===== src/rtl/shift_add_mult_arbiter.sv =====
// Two requesters share one shift-and-add multiplier; round-robin grant, N cycles per product.
// Latency N+1 from accept to res_valid; result held in DONE while res_ready is low, blocking new accepts.
module shift_add_mult_arbiter #(
  parameter int M = 4,
  parameter int N = 4
) (
  input  logic             clk,
  input  logic             rst,
  input  logic             req0_valid,
  input  logic [M-1:0]     req0_a,
  input  logic [N-1:0]     req0_b,
  output logic             req0_ready,
  input  logic             req1_valid,
  input  logic [M-1:0]     req1_a,
  input  logic [N-1:0]     req1_b,
  output logic             req1_ready,
  output logic             res_valid,
  output logic [M+N-1:0]   res_p,
  output logic             res_id,
  input  logic             res_ready,
  output logic             busy
);

  localparam int P  = M + N;
  localparam int CW = (N > 1) ? $clog2(N) : 1;
  localparam logic [CW-1:0] LAST = CW'(N - 1);

  typedef enum logic [1:0] {
    IDLE = 2'd0,
    RUN  = 2'd1,
    DONE = 2'd2
  } state_t;

  state_t        state;
  state_t        state_nxt;

  logic [P-1:0]  mcand;
  logic [P-1:0]  acc;
  logic [N-1:0]  mplier;
  logic [CW-1:0] cnt;
  logic          id;
  logic          ptr;
  logic          grant;
  logic          accept;
  logic          take;
  logic          last_iter;

  // A lone requester always wins; the pointer only breaks ties.
  always_comb begin
    grant = ptr;
    if (req0_valid && !req1_valid) begin
      grant = 1'b0;
    end else if (req1_valid && !req0_valid) begin
      grant = 1'b1;
    end
  end

  assign req0_ready = (state == IDLE) && req0_valid && !grant;
  assign req1_ready = (state == IDLE) && req1_valid && grant;
  assign accept     = req0_ready || req1_ready;
  assign take       = (state == DONE) && res_ready;
  assign last_iter  = (cnt == LAST);

  always_ff @(posedge clk) begin
    if (rst) begin
      state <= IDLE;
    end else begin
      state <= state_nxt;
    end
  end

  always_comb begin
    state_nxt = state;
    case (state)
      IDLE: begin
        if (accept) begin
          state_nxt = RUN;
        end
      end
      RUN: begin
        if (last_iter) begin
          state_nxt = DONE;
        end
      end
      DONE: begin
        if (res_ready) begin
          state_nxt = IDLE;
        end
      end
      default: state_nxt = IDLE;
    endcase
  end

  always_ff @(posedge clk) begin
    if (rst) begin
      mcand  <= '0;
      mplier <= '0;
      acc    <= '0;
      cnt    <= '0;
      id     <= 1'b0;
      ptr    <= 1'b0;
    end else begin
      case (state)
        IDLE: begin
          if (accept) begin
            mcand  <= grant ? P'(req1_a) : P'(req0_a);
            mplier <= grant ? req1_b : req0_b;
            acc    <= '0;
            cnt    <= '0;
            id     <= grant;
          end
        end
        RUN: begin
          // Fixed N iterations regardless of operand values.
          if (mplier[cnt]) begin
            acc <= acc + (mcand << cnt);
          end
          cnt <= last_iter ? '0 : cnt + CW'(1);
        end
        DONE: begin
          if (take) begin
            ptr <= ~id;
          end
        end
        default: ;
      endcase
    end
  end

  assign res_valid = (state == DONE);
  assign res_p     = acc;
  assign res_id    = id;
  assign busy      = (state != IDLE);

  a_one_ready: assert property (@(posedge clk) !(req0_ready && req1_ready));

  a_res_hold: assert property (@(posedge clk) disable iff (rst)
    (res_valid && !res_ready) |=> (res_valid && $stable(res_p) && $stable(res_id)));

endmodule


===== config.mk =====
export PLATFORM = sky130hd
export DESIGN_NAME = shift_add_mult_arbiter
export DESIGN_NICKNAME = d
export VERILOG_FILES = /design/src/rtl/shift_add_mult_arbiter.sv
export SDC_FILE = /design/constraint.sdc
export NUM_CORES = 1
export LEC_CHECK = 0
export CAP_MARGIN = 0
export CORE_MARGIN = 2
export CORE_UTILIZATION = 50
export CTS_CLUSTER_DIAMETER = 150
export DETAILED_ROUTE_END_ITERATION = 8
export HOLD_SLACK_MARGIN = 0.05
export PLACE_DENSITY = 0.81
export SYNTH_ARGS = -nofsm -noshare
export SYNTH_HDL_FRONTEND = slang
export SYNTH_SLANG_ARGS = --single-unit

===== constraint.sdc =====
create_clock -name clk -period 4.25 [get_ports clk]
set_input_delay 1.275 -clock clk [delete_from_list [all_inputs] [get_ports clk]]
set_output_delay 1.275 -clock clk [all_outputs]
set_load 0.01 [all_outputs]

==> summary.md <==
| Metric | Value |
|---|---|
| Slowest stage cell on the critical path | `clkdlybuf4s50_1` |
| Fin cells | `213` |
| Drt wl/cell | `around 14 µm` |
| Clk pwr share | `between 20% and 30%` |
| Post-route ant nets | `0` |
| Worst-Margin Slew | `between 0.8 and 0.9 ns` |
| Mapped Cells | `154` |
| Final setup margin | `roughly 0.20 ns` |
| Static leakage | `between 0.6 and 0.7 nW` |
| Post-CTS setup repair buffer count | `0` |
| Yosys reg bits | `22` |
| Switching power | `0.000135 W` |
| Synth cell types | `between 40 and 50` |
| Unrepaired setup endpoints after global routing | `no` |
| Core ar. | `2540 µm²` |
| Hold buffers post-CTS | `0` |
| Dpl hpwl | `around 2300 µm` |
| Final Setup Violations | `0` |
| Crit path largest cell delay | `roughly 0.6 ns` |
| Top cells by area, synth | `dfxtp_1 32%, mux2i_1 8.8%, ha_1 7.3%` |
| Fill cells | `between 200 and 250` |
| Relative slew slack | `between 40% and 50%` |
| Synth top area share | `32.1%` |
| Setup TNS | `0 ns` |
| Vias per cell | `just under 6` |
| Die Width | `between 50 and 60 µm` |
| Max FO, Critical Path | `3` |
| Via Count | `~1,300` |
| R2r startpoint | `cnt[0]` |
| WL final | `3010 µm` |
| H-tree level count | `1` |
| Area leader, netlist | `dfxtp_1` |
| Combinational share of power | `between 20% and 30%` |
| Num CTS Buffers | `3` |
| Share of cells above drive strength 1 | `6.01%` |
| Hold Crit Class | `flip-flop to flip-flop` |
| Final min period | `4.05 ns` |
| Most frequent cells in the layout | `33 x clkdlybuf4s50_1, 22 x dfxtp_1, 17 x nor2_1, 12 x mux2i_1, 12 x a211oi_1` |
| CTS Root Cell | `clkbuf_4` |
| GP Congestion | `about 0.8` |
| Yosys warns | `0` |
| Antenna cells | `0` |
| Status | `finished, final reports clean` |
| PD cells | `approximately 270 nW/µm²` |
| Post-synth EDFFs | `0` |
| Syn_nets | `~180` |
| Crit path to | `req0_ready` |
| PortBufs | `33` |
| Post-Syn Area | `roughly 1400 µm²` |
| Kind of end point of the critical path | `output port` |
| Post-synth ARST share | `0%` |
| Cells on worst reg2reg path | `8` |
| Worst hold stages | `2` |
| Initial antenna violation count | `0` |
| Peak VDD IR | `0.185 mV` |
| CTS clock-pin slew for the worst setup and hold paths | `0.13 ns` |
| Sequential share of power | `approximately half` |
| Worst path cell trace | `clkdlybuf4s50_1 -> inv_1 -> a211oi_1 -> clkdlybuf4s50_1` |
| Drt pass-1 iters | `4` |
| Final Total Pwr | `approximately 0.00046 W` |
| Pin count of the biggest net entering global routing | `28` |
| Sinks on the clock net | `22` |
| CP required | `approximately 3 ns` |
| Sequential area share after synthesis | `between 30% and 40%` |
| Grt ovf | `0` |
| Clk_lat worst skew | `approximately 0.32 ns` |
| Layout area overhead | `26.3%` |
| Die H | `between 50 and 60 µm` |
| Number of gates resized after cts | `0` |
| Cell area after layout | `1730 µm²` |
| Net Sw Frac | `between 20% and 30%` |
| Fmax | `approximately 250 MHz` |
| Final slew viol count | `0` |
| DP Area | `about 1700 µm²` |
| Ports | `34` |
| Die area | `between 3000 and 4000 µm²` |
| Power Internal | `between 0.0003 and 0.0004 W` |
| Final period util | `approximately 95%` |
| Max cap viols | `0` |
| Crit path top cell by count | `clkdlybuf4s50_1` |
| Initial core utilization | `53.9%` |
| Synth Flop Type | `dfxtp_1` |
| Skew final | `around 0.0044 ns` |
| CP startpoint kind | `input pin` |
| Clock tree buffer depth | `2` |
| 1st-iter DRT viols | `35` |
| Synth Area per Inst | `just under 9 µm²` |
| Placed Instances | `about 210` |
| DP Worst Slack | `approximately 0.2 ns` |
| # rows | `18` |
| Most common cell after layout, fill and taps aside | `clkdlybuf4s50_1` |
| Worst EP arrival | `about 2.8 ns` |
| First-pass GRT wire length | `between 5000 and 6000 µm` |
| Hold Vio Cnt, Final | `0` |
| Crit path kind | `input pin to output port` |
| TritonCTS clock tree | `yes` |
| Nets | `approximately 210` |
| Overall Global Routing Usage | `just under 20%` |
| Remaining DRCs | `0` |
| Worst Setup SP | `req0_valid` |
| Vias in the first global route | `about 1,200` |
| Reg2reg end | `res_p[6]` |
| R2R setup slack | `around 1.7 ns` |
## metrics by stage
stage,utilization (%),hold WS [ns]
after floorplan,-,0.475
after global placement,66.7,0.473
after detailed placement,66.7,0.485
after CTS,68.1,0.503
after global routing,68.1,0.524
final,68.1,0.500
## final cells by class
class | count | area, µm² | share of cell area [%]
Sequential cell | 22 | 440 | 25.4
Multi-Input combinational cell | 120 | 870 | 50.2
Inverter | 3 | 11.3 | 0.650
Clock buffer | 4 | 36.3 | 2.09
Timing Repair Buffer | 34 | 338 | 19.5
Tap cell | 30 | 37.5 | 2.17
## flip-flops by register name (all words and copies together) (netlist names)
signal and flops:
res_p 8, mcand 4, mplier 4, cnt 2, state 2, ptr 1, res_id 1
## how the worst min path moves through the flow
stage | slack (ns) | end | startpoint
global route | 0.52 | ptr | res_id
CTS | 0.50 | res_p[4] | res_p[4]
detailed placement | 0.48 | res_p[4] | res_p[4]
global placement | 0.47 | ptr | res_id
floorplan | 0.48 | mplier[2] | mplier[2]
finish | 0.50 | res_p[3] | res_p[3]
## logic make-up after synthesis
family | share of synthesized area [%]
adder cells (fa/ha/maj) | 9.48
AO/OA/AOI/OAI | 22.9
XOR/XNOR | 0.638
AND/OR/NAND/NOR | 19.1
flip-flops | 32.1
buffers and inverters | 4.56
multiplexers | 11.2
## power groups by stage
stage	clock network (W)	logic, W	registers (W)
floorplan	0	0.0000724	0.000229
detailed placement	0	0.000108	0.000234
global placement	0	0.000104	0.000233
global route	0.000131	0.000119	0.000231
finish	0.000122	0.000108	0.000229
CTS	0.000123	0.000108	0.000230
## synth_stat cells (3+ instances only)
library cell,instances
dfxtp_1,22
nor2_1,17
a211oi_1,12
mux2i_1,12
a21oi_1,11
ha_1,8
clkbuf_1,5
nand2b_1,5
nand3_1,5
or3_1,5
o21ai_0,4
a31oi_1,3
inv_1,3
nand2_1,3
## layer usage
| layer | vias to the layer above | wire length (µm) | global-route usage [%] |
|---|---|---|---|
| met5 | - | 0 | 0 |
| met4 | 0 | 45 | 7.82 |
| met3 | 5 | 133 | 2.76 |
| met2 | 32 | 1510 | 35.5 |
| met1 | 579 | 1320 | 23.8 |
| li1 | 636 | - | - |
## critical path, delay by kind of cell
family	cells	cell delay (ns)
buffers and inverters	3	1.20
AO/OA/AOI/OAI	1	0.31
(Power assumes the default switching activity.)
